==> config.mk <==
export PLATFORM = sky130hd
export DESIGN_NAME = mmio_arbiter
export DESIGN_NICKNAME = d
export VERILOG_FILES = /design/src/rtl/mmio_arbiter.sv
export SDC_FILE = /design/constraint.sdc
export NUM_CORES = 1
export LEC_CHECK = 0
export CAP_MARGIN = 10
export CORE_MARGIN = 2
export CORE_UTILIZATION = 25
export CTS_BUF_LIST = sky130_fd_sc_hd__clkbuf_8
export DETAILED_ROUTE_END_ITERATION = 10
export PLACE_DENSITY = 0.55
export SYNTH_ARGS = -nofsm -noshare
export SYNTH_HDL_FRONTEND = slang
export SYNTH_SLANG_ARGS = --single-unit
==> constraint.sdc <==
create_clock -name clk -period 2.3 [get_ports clk]
set_clock_uncertainty 0.15 [all_clocks]
set_input_delay 0.46 -clock clk [delete_from_list [all_inputs] [get_ports clk]]
set_output_delay 0.46 -clock clk [all_outputs]
set_load 0.005 [all_outputs]
==> src/rtl/mmio_arbiter.sv <==
// Two-master round-robin arbiter in front of a single MMIO slave bus.
// Each access runs IDLE -> ACCESS -> DONE, using a copy of the request latched at the grant.
module mmio_arbiter #(
    parameter logic [15:0] BASE_HI = 16'hFFFF
) (
    input  logic        clk,
    input  logic        rst,
    input  logic        m0_req,
    input  logic        m0_we,
    input  logic [3:0]  m0_be,
    input  logic [31:0] m0_addr,
    input  logic [31:0] m0_wdata,
    output logic        m0_ack,
    output logic        m0_err,
    output logic [31:0] m0_rdata,
    input  logic        m1_req,
    input  logic        m1_we,
    input  logic [3:0]  m1_be,
    input  logic [31:0] m1_addr,
    input  logic [31:0] m1_wdata,
    output logic        m1_ack,
    output logic        m1_err,
    output logic [31:0] m1_rdata,
    output logic        s_we,
    output logic [3:0]  s_be,
    output logic [31:0] s_addr,
    output logic [31:0] s_wdata,
    input  logic [31:0] s_rdata,
    output logic        busy
);
    typedef enum logic [1:0] {IDLE, ACCESS, DONE} state_t;

    state_t      state_q, state_d;
    logic        gnt_q, last_q, we_q;
    logic [3:0]  be_q;
    logic [31:0] addr_q, wdata_q;
    logic [31:0] m0_rdata_q, m1_rdata_q, rdata_d;
    logic        win, grant, valid;

    // On a tie the master not served last wins; a lone requester always wins.
    assign win   = (m0_req && m1_req) ? ~last_q : m1_req;
    assign grant = (state_q == IDLE) && (m0_req || m1_req);
    assign valid = (addr_q[31:16] == BASE_HI);

    always_comb begin
        state_d = state_q;
        case (state_q)
            IDLE:    if (m0_req || m1_req) state_d = ACCESS;
            ACCESS:  state_d = DONE;
            DONE:    state_d = IDLE;
            default: state_d = IDLE;
        endcase
    end

    assign rdata_d = (valid && !we_q) ? s_rdata : 32'h0;

    always_ff @(posedge clk or negedge rst) begin
        if (!rst) begin
            state_q    <= IDLE;
            gnt_q      <= 1'b0;
            last_q     <= 1'b1;
            we_q       <= 1'b0;
            be_q       <= 4'h0;
            addr_q     <= 32'h0;
            wdata_q    <= 32'h0;
            m0_rdata_q <= 32'h0;
            m1_rdata_q <= 32'h0;
        end else begin
            state_q <= state_d;
            if (grant) begin
                gnt_q   <= win;
                last_q  <= win;
                we_q    <= win ? m1_we    : m0_we;
                be_q    <= win ? m1_be    : m0_be;
                addr_q  <= win ? m1_addr  : m0_addr;
                wdata_q <= win ? m1_wdata : m0_wdata;
            end
            if (state_q == ACCESS) begin
                if (gnt_q) m1_rdata_q <= rdata_d;
                else       m0_rdata_q <= rdata_d;
            end
        end
    end

    assign s_addr   = addr_q;
    assign s_wdata  = wdata_q;
    assign s_we     = (state_q == ACCESS) && we_q && valid;
    assign s_be     = ((state_q == ACCESS) && valid) ? be_q : 4'h0;
    assign busy     = (state_q != IDLE);
    assign m0_ack   = (state_q == DONE) && !gnt_q;
    assign m1_ack   = (state_q == DONE) &&  gnt_q;
    assign m0_err   = m0_ack && !valid;
    assign m1_err   = m1_ack && !valid;
    assign m0_rdata = m0_rdata_q;
    assign m1_rdata = m1_rdata_q;
endmodule

; Yosys cells after proc, flatten, opt, wreduce, memory -nomap -nowiden
; Cells that the tools add are included.
[word_totals]
mem_bits_rw = 0
n_memories = 0
word_cells = 42
ff_bits = 137
romBits = 0
latch_bits = 0
inputBits = 174
[op_classes]
n_mux = 9
n_bitwise = 2
n_eq_ne = 4
div_mod_pow = 0
n_addsub = 0
n_reduce_logical = 18
magnitude_cmp = 0
shift = 0
n_mul = 0
[ops]
columns = operator, n
row1 = $mux 32, 3
row2 = $eq 16x16->1 const B, 1
row3 = $logic_and 1x1->1, 10
row4 = $mux 4, 2
row5 = $pmux 2 s2, 1
row6 = $reduce_and 2->1, 2
row7 = $logic_not 1->1, 3
row8 = $eq 2x1->1 const B, 1
row9 = $eq 2x2->1 const B, 1
row10 = $logic_not 2->1, 1
row11 = $mux 1, 2
row12 = $mux 2, 1
row13 = $ne 2x1->1 const B, 1
row14 = $not 1->1, 2
row15 = $reduce_bool 2->1, 1
row16 = $logic_or 1x1->1, 1

; Depth between registers and ports, before layout
; Gate-level depths: netlist of run 1.
[depth]
ltp_word = 3
mapped_depth = 5
ltp_nobuf = 3

; Worst setup path after synthesis of run 1
; Ideal clock, no wire load.
[synth_timing]
path_type = reg2out
start = register addr_q[23] (netlist: s_addr[23])
end = output port m0_err
t_arrival_ps = 1461
setup_slack_ps = 229
path_stages_with_launch = 6
t_required_ps = 1690
cell_sequence = dfrtp_1 -> nand4_1 -> or4_4 -> buf_6 -> buf_12 -> and2_1
[synth_between]
elab_chain_len = 3
[synth_lines]
columns = element, line
row1 = from (decl), 36  ; logic [31:0] addr_q, wdata_q;
row2 = from (signal assigned), 75  ; addr_q <= win ? m1_addr : m0_addr;
row3 = $eq 16x16->1, 43  ; assign valid = (addr_q[31:16] == BASE_HI);
row4 = $logic_not 1->1, 92  ; assign m0_err = m0_ack && !valid;
row5 = $logic_and 1x1->1, 92
row6 = to (decl), 14  ; output logic m0_err,
; No other way between the ends.

; Worst setup path in the final report of run 1
[layout_timing]
start = register addr_q[18] (netlist: s_addr[18])
end = output port m0_err
; The elaborated chain is that of the path after synthesis.

==> reports/metrics.cfg, run 1 <==
[status]
outcome = finished, violations left
violations = negative setup slack

[power_and_ir_drop]
p_leak_nw = 4.34
p_sw_mw = 3.63
ir_drop_v = 0.000543
clock_power_share = 0.206
combPwrFrac = 0.463
cellPowerDensity_nw_per_um2 = 1040
p_int_mw = 7.69
p_seq_frac = 0.331
switching_share = 0.321

[setup_path]
timing.rr.end = m1_rdata[21]$_DFFE_PN0P_
startpoint = s_addr[18]$_DFFE_PN0P_
critPathRequiredTime_ps = 1690
endpoint = m0_err
rrSetupSlack_ps = 130
max_stage_delay_ps = 620
timing.rr.start = s_addr[18]$_DFFE_PN0P_
ff2ff_path_depth = 5
path_class = reg -> out
critPathArrivalTime_ps = 1850
crit_chain = nand4_1 > or4_4 > and2_4 > buf_6
end_kind = output port
cpMaxStageDelayCell = or4_4
critPathLaunchType = flip-flop
worstPathMaxFanout = 3

[sta]
rsz0062_at_grt = true
period_needed_ps = 2460
finalHoldViolCount = 0
post-route-period-util = 1.07
worst_pin_slew_ps = 777
clock.fmax_mhz = 407
finalWorstSetupSlack_ps = -156
setup_viol = 6
tns_ps = -602
slew_viol_final = 0
max_slew_margin = 0.482

[layout]
final_util = 0.418
drive_above_1_share = 0.303
instances_no_fill = 1251
multi_input_area_um2 = 2950
seqCellArea_um2 = 3430
fin_area_um2 = 10800
diodes = 0
area_growth_pct = 64.8
nNetsFinal = 1077
n_fill_cell = 2482

[yosys]
syn_area_um2 = 6570
yosys_register_bits = 137
synth.most_common_cell = mux2_2
synth_edf_count = 0
syn_avg_cell_area_um2 = 11.6
synthArstFlopShare = 1.00
ys.flop_type = dfrtp_1
yosys.area.top_type = dfrtp_1
yosysWarnings = 0
seq_area_frac_synth = 0.522
syn_inst = 567
synth_fp_nets = 741
synth_cell_types = 27
ys_top_cells_by_area = dfrtp_1 (52%), mux2_2 (24%), nand2_1 (7.4%)
synth_commonest_cells = mux2_2 (138), dfrtp_1 (136), nand2_1 (129)
yosys.area.top_type_share = 0.518

[floorplan]
start_util = 0.254
num_io_pins = 312
rows = 59
dieArea_um2 = 27600
die_y_um = 166
core-area_um2 = 25900
die_w_um = 166

[place]
placed_cells_incl_taps = 1208
place_ws_ps = -129
io_buffer_count = 311
place_area_um2 = 10200
dpl.hpwl_um = 15500
place.gp.congestion = 0.781

[drt]
via_per_inst = 4.35
routedWlPerCell_um = 17.5
firstDrtPassIters = 4
routed_wl_um = 21900
num_vias = 5447
drc = 0
antenna_left = 0
drtIter0Drc = 219

[min_path]
min-delay-path-class = in -> async

[global_route]
grt_pass1_vias = 5833
grt_max_degree = 63
antenna_found_initial = 0
grt_pass1_wl_um = 34000
track_usage = 0.159
grt_overflow_total = 0

[clock_network]
cts_htree_levels = 4
clock_path_buffers = 2
numCtsBuffers = 17
clock-sinks = 137
root_buffer = clkbuf_8
cts_tree = yes
path_clk_slew_ps = 90
insertion_delay_ps = 440

[flow_run]
maxCapViolations = 0

[cell usage in the layout (no fill, tap or decap), types with 2 or more instances in the layout]
master           synthesis  layout
nor3b_2                  0       2
and2_4                   0       2
nand2_1                129     129
buf_12                   4       8
inv_1                    2       2
dfrtp_1                136     133
buf_6                    1      10
bufinv_16                0       4
o21ai_0                 27      27
buf_4                    7      34
nand4_1                  4       4
clkdlybuf4s50_1          0     300
dlygate4sd2_1            0       2
inv_6                    0       4
clkbuf_8                 0      18
nor2b_1                 33      33
and3_4                   0       5
o21ai_2                 38      38
mux2_2                 138     138
dfrtp_2                  0       3
clkinv_4                 0       4
[cell type report]
cell class                      count  area share
Multi-Input combinational cell    389       0.272
Timing Repair Buffer              356       0.330
Clock inverter                     14      0.0193
Clock buffer                       18      0.0229
Inverter                            2    0.000693
Tap cell                          335      0.0387
Sequential cell                   137       0.317
[how the worst min path moves through the flow]
stage	startpoint	slack (ps)	cells past startpoint	endpoint
finish	rst	320	2	s_addr[12]$_DFFE_PN0P_
global route	rst	310	2	s_addr[12]$_DFFE_PN0P_
CTS	rst	300	2	s_addr[11]$_DFFE_PN0P_
detailed placement	rst	240	1	s_addr[11]$_DFFE_PN0P_
global placement	rst	240	1	s_addr[11]$_DFFE_PN0P_
floorplan	rst	10	0	be_q[0]$_DFFE_PN0P_
[state kept, by name (all words and copies together), names as in the netlist]
| name | count |
|---|---|
| be_q | 4 |
| state_q | 2 |
| s_wdata | 32 |
| s_addr | 32 |
| m1_rdata | 32 |
| gnt_q | 1 |
| we_q | 1 |
| last_q | 1 |
| m0_rdata | 32 |
[critical path, delay by kind of cell, from the launching register on]
family / cells / cell delay (ps)
and+or+nand+nor: 3 / 920
DFF: 1 / 390
buffers and inverters: 1 / 100
[metrics by stage]
step | hold slack, ps | power (mW)
final | 321 | 11.3
after CTS | 302 | 11.5
after floorplan | 14.4 | 5.94
after detailed placement | 243 | 8.98
after global routing | 312 | 12.1
after global placement | 239 | 8.98
[kinds of logic after synthesis]
family	count (synthesis)	share of synthesized area
AO/OA/AOI/OAI	69	0.0758
buffers and inverters	41	0.0400
flip-flops	137	0.522
multiplexers	138	0.236
AND/OR/NAND/NOR	182	0.126
[power by group through the flow]
stage               clock, mW  sequential, mW  combinational (mW)
global route             2.54            3.86                5.67
floorplan                   0            3.82                2.12
CTS                      2.43            3.76                5.33
detailed placement          0            3.81                5.18
finish                   2.33            3.75                5.24
global placement            0            3.79                5.19
[what timing repair did]
item,in CTS,in global routing
gates resized for setup,49,5
endpoints found under the setup margin,10,8
hold buffers,1,0
pin swaps,9,4
buffers inserted,9,1
endpoints found under the hold margin,29,0
[metal layers]
layer | GRT usage | vias up | part of all wire
met5 | 0 | - | 0
met4 | 0.0374 | 0 | 0.014
met3 | 0.0598 | 14 | 0.075
met2 | 0.271 | 206 | 0.49
met1 | 0.191 | 2620 | 0.42
li1 | - | 2607 | -
Power figures use the tool's default switching activity.
==> run 2: changes to the inputs <==
--- a/config.mk
+++ b/config.mk
@@ -10,7 +10,7 @@
 export CORE_UTILIZATION = 25
 export CTS_BUF_LIST = sky130_fd_sc_hd__clkbuf_8
 export DETAILED_ROUTE_END_ITERATION = 10
-export PLACE_DENSITY = 0.55
+export PLACE_DENSITY = 0.57
 export SYNTH_ARGS = -nofsm -noshare
 export SYNTH_HDL_FRONTEND = slang
 export SYNTH_SLANG_ARGS = --single-unit
==> constraint.sdc (replaced) <==
create_clock -name clk -period 2.05 [get_ports clk]
set_clock_uncertainty 0.15 [all_clocks]
set_input_delay 0.41 -clock clk [delete_from_list [all_inputs] [get_ports clk]]
set_output_delay 0.41 -clock clk [all_outputs]
set_load 0.005 [all_outputs]
==> reports/metrics.cfg, run 2 (synthesis gave the netlist of run 1 again) <==
[layout]
fin_area_um2 = 11100  ; +2.2%
layout_commonest_cell = clkdlybuf4s50_1
final_cell_mix = clkdlybuf4s50_1 (288), mux2_2 (138), dfrtp_1 (135)
area_growth_pct = 68.4
diodes = 0  ; unchanged
drive_above_1_share = 0.323  ; +0.0192
instances_no_fill = 1277  ; +2.1%
final_util = 0.427  ; +0.00908
nNetsFinal = 1103  ; +2.4%
n_fill_cell = 2505  ; +0.93%

[clock_network]
numCtsBuffers = 17  ; unchanged
cts_tree = yes
cts_htree_levels = 4  ; unchanged
root_buffer = clkbuf_8
insertion_delay_ps = 440  ; about the same
clock-sinks = 137  ; unchanged
path_clk_slew_ps = 90  ; about the same
clock_path_buffers = 2  ; unchanged

[drt]
routedWlPerCell_um = 17.2  ; -1.8%
drtIter0Drc = 209  ; -4.6%
routed_wl_um = 22000  ; +0.22%
antenna_left = 0  ; unchanged
via_per_inst = 4.35  ; -0.15%
firstDrtPassIters = 4  ; unchanged
drc = 0  ; unchanged
num_vias = 5552  ; +1.9%

[place]
dpl.hpwl_um = 15300  ; -1.2%
placed_cells_incl_taps = 1222  ; +1.2%
place.gp.congestion = 0.731  ; -6.4%
io_buffer_count = 311  ; unchanged
place_area_um2 = 10300  ; +1.1%

[global_route]
grt_max_degree = 42  ; -33%
antenna_found_initial = 0  ; unchanged
grt_pass1_wl_um = 33800  ; -0.53%
grt_pass1_vias = 5876  ; +0.74%
track_usage = 0.156  ; -0.00281
grt_overflow_total = 0  ; unchanged

[power_and_ir_drop]
switching_share = 0.327  ; +0.00663
p_seq_frac = 0.333  ; +0.002
p_leak_nw = 4.56  ; +5.0%
p_sw_mw = 4.13  ; +14%
p_int_mw = 8.48  ; +10%
clock_power_share = 0.184  ; -0.022
combPwrFrac = 0.483  ; +0.020
cellPowerDensity_nw_per_um2 = 1140  ; +9.0%
ir_drop_v = 0.000519  ; -4.4%

[setup_path]
critPathLaunchType = flip-flop
worstPathMaxFanout = 4  ; +1
critPathArrivalTime_ps = 1880  ; +30 ps
critPathRequiredTime_ps = 1490  ; -200 ps
end_kind = output port
path_class = reg -> out

[floorplan]
num_io_pins = 312  ; unchanged
dieArea_um2 = 27600  ; unchanged
core-area_um2 = 25900  ; unchanged
die_y_um = 166  ; unchanged
die_w_um = 166  ; unchanged
start_util = 0.254  ; unchanged
rows = 59  ; unchanged

[sta]
clock.fmax_mhz = 410
finalWorstSetupSlack_ps = -388  ; -231 ps
worst_pin_slew_ps = 449  ; -328 ps
period_needed_ps = 2440
rsz0062_at_grt = true
finalHoldViolCount = 0  ; unchanged
tns_ps = -2510  ; -1910 ps
max_slew_margin = 0.701  ; +0.219
post-route-period-util = 1.19
setup_viol = 7  ; +1
slew_viol_final = 0  ; unchanged

[status]
outcome = finished, violations left
violations = negative setup slack

[min_path]
min-delay-path-class = in -> async

[flow_run]
maxCapViolations = 0  ; unchanged

run 2: what timing repair did:
| action | in CTS | in global routing |
|---|---|---|
| hold buffers | 1 | 0 |
| hold endpoints to repair | 34 | 0 |
| pin swaps | 10 | 9 |
| gates cloned | 1 | 4 |
| setup buffers | 12 | 6 |
| setup endpoints to repair | 15 | 45 |
| resized for setup | 52 | 37 |
run 2: power groups by stage:
stage / Combinational, mW / Sequential (mW) / Clock [mW]
after detailed placement: 5.98 / 4.25 / 0
after global routing: 6.58 / 4.32 / 2.54
after CTS: 6.12 / 4.21 / 2.43
after global placement: 5.97 / 4.24 / 0
after floorplan: 2.38 / 4.29 / 0
final: 6.09 / 4.19 / 2.32
run 2: routing by layer:
metal / part of all wire / up-vias / global-route usage
li1: - / 2663 / -
met1: 0.44 / 2683 / 0.199
met2: 0.49 / 189 / 0.258
met3: 0.062 / 17 / 0.0462
met4: 0.015 / 0 / 0.0450
met5: 0 / - / 0
run 2: final cells by class:
cell class	instances	area (µm²)	area share
timing repair buffer	382	3860	0.349
sequential	137	3430	0.310
multi-input combinational	389	2950	0.267
tap	335	419	0.0379
clock buffer	17	234	0.0211
clock inverter	15	166	0.0150
inverter	2	7.51	0.000678
run 2: final timing paths:
path / slack, ps / cells after the start / endpoint / from
min reg2reg: 330 / 2 / m0_rdata[11]$_DFFE_PN0P_ / m0_rdata[11]$_DFFE_PN0P_
min: 310 / 2 / m0_rdata[27]$_DFFE_PN0P_ / rst
min in group clk: 330 / 2 / m0_rdata[11]$_DFFE_PN0P_ / m0_rdata[11]$_DFFE_PN0P_
max: -390 / 7 / s_be[0] / s_addr[23]$_DFFE_PN0P_
max in group asynchronous: 770 / 3 / state_q[1]$_DFFE_PN0P_ / rst
max reg2reg: 50 / 6 / m1_rdata[31]$_DFFE_PN0P_ / s_addr[20]$_DFFE_PN0P_
run 2: critical path, stage by stage, from the launching register on:
cell	delay, ps
dfrtp_1	350
nand4_1	140
buf_4	170
nor4_4	260
buf_4	160
buf_6	90
and3_4	180
buf_6	90
run 2: stage by stage:
stage	worst slack, ps	hold WS [ps]	total power [mW]
floorplan	29.3	-35.6	6.67
global placement	-285	219	10.2
detailed placement	-300	222	10.2
CTS	-435	293	12.8
global route	-526	319	13.4
finish	-388	307	12.6
==> variant 1, RTL diff (settings of run 1) <==
Register the outputs `m0_err` and `m1_err`, with the module's reset; this adds one clock of latency there. The other outputs are not delayed to match.
--- a/src/rtl/mmio_arbiter.sv
+++ b/src/rtl/mmio_arbiter.sv
@@ -89,8 +89,15 @@
     assign busy     = (state_q != IDLE);
     assign m0_ack   = (state_q == DONE) && !gnt_q;
     assign m1_ack   = (state_q == DONE) &&  gnt_q;
-    assign m0_err   = m0_ack && !valid;
-    assign m1_err   = m1_ack && !valid;
+    always_ff @(posedge clk or negedge rst) begin
+        if (!rst) begin
+            m0_err <= '0;
+            m1_err <= '0;
+        end else begin
+            m0_err <= m0_ack && !valid;
+            m1_err <= m1_ack && !valid;
+        end
+    end
     assign m0_rdata = m0_rdata_q;
     assign m1_rdata = m1_rdata_q;
 endmodule
Formal check against the unedited RTL: not equivalent (Yosys sat finds a counterexample within 4 cycles, from zero or initial values and one cycle with rst low).
==> variant 1 against run 1 <==
- the flow still finishes with violations (setup timing)
- die area rose by 0.75%
- sequential cell count rose by 2
- wire length fell by 3.4%
- global-route usage fell by 0.37 points
- final area fell by 0.30%
- register-to-register slack improved by 260 ps
- total power fell by 2.4%
- synthesized area rose by 0.76%
- setup slack improved by 66 ps
- largest power group unchanged
==> variant 1: results (changes against run 1) <==
| Metric | Value |
|---|---|
| Crit path max-delay cell type | `dfrtp_1` |
| Vias in the first global route | `5775 (-0.99%)` |
| R2R depth | `5 (unchanged)` |
| Hold Path End | `m0_rdata[10]$_DFFE_PN0P_` |
| Vias per inst | `4.328 (-0.60%)` |
| Status | `finished, violations left` |
| Fin Hold WS | `328.8 ps (+7.453 ps)` |
| Finished Layout Cells | `1256 (+0.40%)` |
| Min-Delay Path Class | `flip-flop to flip-flop` |
| Violated checks | `setup timing` |
| Area post-placement | `10330 sq um (+1.0%)` |
| Slew margin rel. | `0.4721 (-0.009998)` |
| Comb pwr share | `0.468 (+0.005)` |
| Setup tns final | `-335.1 ps (+267.4 ps)` |
| Peak VDD IR | `0.4323 mV (-20%)` |
| Reg-to-Reg Start | `s_addr[28]$_DFFE_PN0P_` |
| Detailed router's first-iteration violation count | `235 (+7.3%)` |
| R2R Setup Slk | `390 ps (+260 ps)` |
| Global-route wire length before repair | `33920 um (-0.18%)` |
| Fraction of layout cells with a size suffix above 1 | `0.2953 (-0.008162)` |
| Crit-path max FO | `4 (+1)` |
| Gr usage total | `0.1555 (-0.003698)` |
| Post-synthesis compound-gate area fraction | `0.07519 (-0.0005726)` |
| NumNets Final | `1082 (+0.46%)` |
| Cell family with most CP delay | `simple AND/OR/NAND/NOR gates` |
| Leak | `4.340 nW (about the same)` |
| Synth top area cells | `dfrtp_1 (52%), mux2_2 (23%), nand2_1 (7.3%)` |
| Post-synthesis sequential area ratio | `0.5254 (+0.003614)` |
| Mux contribution to synthesized area | `0.2346 (-0.001787)` |
| Post-Syn Instances | `569 (+0.35%)` |
| Synth cell count leaders | `dfrtp_1 (138), mux2_2 (138), nand2_1 (129)` |
| CTS Buf Count | `17 (unchanged)` |
| Setup slack after layout | `-90.72 ps (+65.55 ps)` |
| R2r endpoint | `m1_err$_DFF_PN0_` |
| Dpl ws | `-137.1 ps (-8.376 ps)` |
| Syn Nets | `743 (+0.27%)` |
| Routed length per instance | `16.86 um (-3.7%)` |
| Power Total | `11.05 mW (-2.4%)` |
| Asr flop ratio synth | `1.000 (unchanged)` |
| Gpl congestion | `0.7531 (-3.6%)` |
| Largest net degree at the start of global routing | `67 (+6.3%)` |
| Max H-tree Level | `4 (unchanged)` |
| Post-DP HPWL | `15250 um (-1.4%)` |
| Data arrival, critical path | `1780 ps (-70 ps)` |
| Int Pwr | `7.488 mW (-2.6%)` |
| Placed Instances | `1217 (+0.75%)` |
| CTS Root Cell | `clkbuf_8` |
| Crit-path max cell delay | `360 ps (-260 ps)` |
| Final setup viols | `4 (-2)` |
-- variant 1: cell types whose count changed after synthesis --
cell / change
dfrtp_1: +2
-- variant 1: cell families (layout without fill, tap and decap cells) --
group / Yosys count / in the layout
and+or+nand+nor: 182 / 182
muxes: 138 / 138
DFF: 139 / 139
AOI/OAI and AO/OA: 69 / 69
buffers and inverters: 41 / 393
-- variant 1: worst max-delay path by stage --
stage                           start                 endpoint  slack, ps
2_1_floorplan                  m1_req    s_addr[3]$_DFFE_PN0P_        530
6_report       s_addr[18]$_DFFE_PN0P_                  s_be[2]        -90
3_5_place_dp                   m1_req  s_wdata[10]$_DFFE_PN0P_       -140
5_1_grt        s_addr[18]$_DFFE_PN0P_                  s_be[1]       -220
3_3_place_gp                   m1_req   s_addr[23]$_DFFE_PN0P_       -100
4_1_cts        s_addr[18]$_DFFE_PN0P_                  s_be[2]       -140
-- variant 1: area by class of cell --
type	instances	area, sq um
multi-input cells	389	2929
inverters	2	7.507
clock inverters	13	141.4
repair buffers	359	3561
well taps	335	419.2
flip-flops and latches	139	3482
clock buffers	19	261.5
fillers	2571	15260
-- variant 1: per-layer routing --
metal	vias to the layer above	part of all wire	GRT usage
li1	2622	-	-
met1	2624	0.44	0.1963
met2	167	0.48	0.2557
met3	23	0.065	0.04729
met4	0	0.016	0.04873
met5	-	0	0
-- variant 1: timing repair --
| action | in CTS | in global routing |
|---|---|---|
| pin swaps | 3 | 0 |
| gates resized for setup | 34 | 0 |
| endpoints found under the hold margin | 44 | 0 |
| hold buffers | 1 | 0 |
| gates cloned | 0 | 0 |
| buffers inserted | 6 | 0 |
| setup endpoints to repair | 8 | 5 |
-- variant 1: worst reg2reg max path, cell delays in order, from the launching register on --
cell and delay [ps]:
dfrtp_1 360, nand4_1 120, buf_4 150, or4_4 510, buf_12 210, and2_1 300
==> variant 2, RTL diff (flow settings as in run 1) <==
Without the edit above. Encoding of `state_t`: now one-hot (3 bits for 3 states).
--- a/src/rtl/mmio_arbiter.sv
+++ b/src/rtl/mmio_arbiter.sv
@@ -28,7 +28,7 @@
     input  logic [31:0] s_rdata,
     output logic        busy
 );
-    typedef enum logic [1:0] {IDLE, ACCESS, DONE} state_t;
+    typedef enum logic [2:0] {IDLE = 3'b001, ACCESS = 3'b010, DONE = 3'b100} state_t;
 
     state_t      state_q, state_d;
     logic        gnt_q, last_q, we_q;
Check against the original RTL: no difference found for any inputs over 10 cycles, from zero or initial values and one cycle with rst low; not proved beyond that.
==> variant 2 against run 1 <==
- the flow still finishes with violations (setup timing)
- wire length shrank 2.7%
- combinational power shrank 2%
- final area shrank 0.74%
- total power shrank 0.83%
- synthesized area shrank 2.2%
- setup slack is essentially flat
- non-clock buffer count grew 6
- sequential cell count grew 1
- utilization grew 0.89 points
- largest cell class unchanged
- highest routed layer unchanged
==> variant 2: results (changes against run 1) <==
| Metric | Value |
|---|---|
| Status | `finished, violations left` |
| Violated checks | `setup timing` |
| Synth cell types | `30 (+11%)` |
| Syn Nets | `713 (-3.8%)` |
| Setup slack after layout | `-155.8 ps (+0.4580 ps)` |
| Sw Ratio | `0.3170 (-0.003817)` |
| Total Wirelength | `21330 um (-2.7%)` |
| Post-synthesis sequential area ratio | `0.5379 (+0.01608)` |
| R2R depth | `6 (+1)` |
| Final setup viols | `7 (+1)` |
| Mux contribution to synthesized area | `0.2419 (+0.005433)` |
| Min-Delay Path Class | `flip-flop to flip-flop` |
| Post-DP HPWL | `15180 um (-1.9%)` |
| Peak VDD IR | `0.4654 mV (-14%)` |
| Routed length per instance | `17.44 um (-0.43%)` |
| Dpl ws | `-79.96 ps (+48.81 ps)` |
| Detailed router's first-iteration violation count | `270 (+23%)` |
| Vias in the first global route | `5689 (-2.5%)` |
| Largest net degree at the start of global routing | `65 (+3.2%)` |
| Worst Max-Slew Pin Slew | `455.6 ps (-321.2 ps)` |
| Clock power frac | `0.190 (-0.016)` |
| Crit path max-delay cell type | `dfrtp_1` |
| Comb pwr share | `0.459 (-0.004)` |
| Post-synthesis compound-gate area fraction | `0.07400 (-0.001764)` |
| Max H-tree Level | `4 (unchanged)` |
| Post-Syn Instances | `539 (-4.9%)` |
| Gr usage total | `0.1598 (+0.0005744)` |
| Synth cell count leaders | `dfrtp_1 (136), nand2_1 (99), mux2_2 (78)` |
| Fraction of layout cells with a size suffix above 1 | `0.2016 (-0.1019)` |
| Global-route wire length before repair | `32800 um (-3.5%)` |
| Gpl congestion | `0.7231 (-7.5%)` |
| Drt first pass iters | `4 (unchanged)` |
| Synth top area cells | `dfrtp_1 (53%), mux2_2 (14%), mux2_1 (11%)` |
| Vias per inst | `4.373 (+0.43%)` |
| Crit share post-route | `1.068 (about the same)` |
[variant 2: cell type report]
type                    count  area, sq um
multi-input cells         360         2820
repair buffers            362         3652
inverters                   2        7.507
clock inverters            14        171.4
fillers                  2419        14430
well taps                 330        412.9
clock buffers              17        234.0
flip-flops and latches    138         3456
[variant 2: path summary, 6_finish.rpt]
kind                                            endpoint  slack (ps)                      from
worst max register to register   s_wdata[21]$_DFFE_PN0P_         230    state_q[0]$_DFFE_PN1P_
max in group asynchronous         state_q[0]$_DFFE_PN1P_         990                       rst
worst min register to register  m0_rdata[13]$_DFFE_PN0P_         330  m0_rdata[13]$_DFFE_PN0P_
min in group asynchronous          s_addr[4]$_DFFE_PN0P_         360                       rst
worst min-delay path            m0_rdata[13]$_DFFE_PN0P_         330  m0_rdata[13]$_DFFE_PN0P_
worst max-delay path                                s_we        -160    s_addr[17]$_DFFE_PN0P_
[variant 2: metrics by stage]
stage / setup TNS (ps) / power (mW) / util
after floorplan: 0 / 5.925 / -
after global placement: -2880 / 9.032 / 0.4064
after detailed placement: -3731 / 9.066 / 0.4064
after CTS: -906.2 / 11.38 / 0.4254
after global routing: -1424 / 12.04 / 0.4271
final: -749.9 / 11.22 / 0.4271
[variant 2: timing repair]
| item | in CTS | in global routing |
|---|---|---|
| resized for setup | 38 | 4 |
| buffers inserted | 9 | 4 |
| setup endpoints to repair | 10 | 10 |
| pin swaps | 5 | 1 |
| hold buffers | 1 | 0 |
| endpoints found under the hold margin | 36 | 0 |
[variant 2: layer usage]
layer	wire length (um)	vias up	GRT usage	part of all wire
met2	9945	208	0.2569	0.47
li1	-	2566	-	-
met1	9136	2561	0.2003	0.43
met3	1970	13	0.06187	0.092
met5	0	-	0	0
met4	281	0	0.04226	0.013
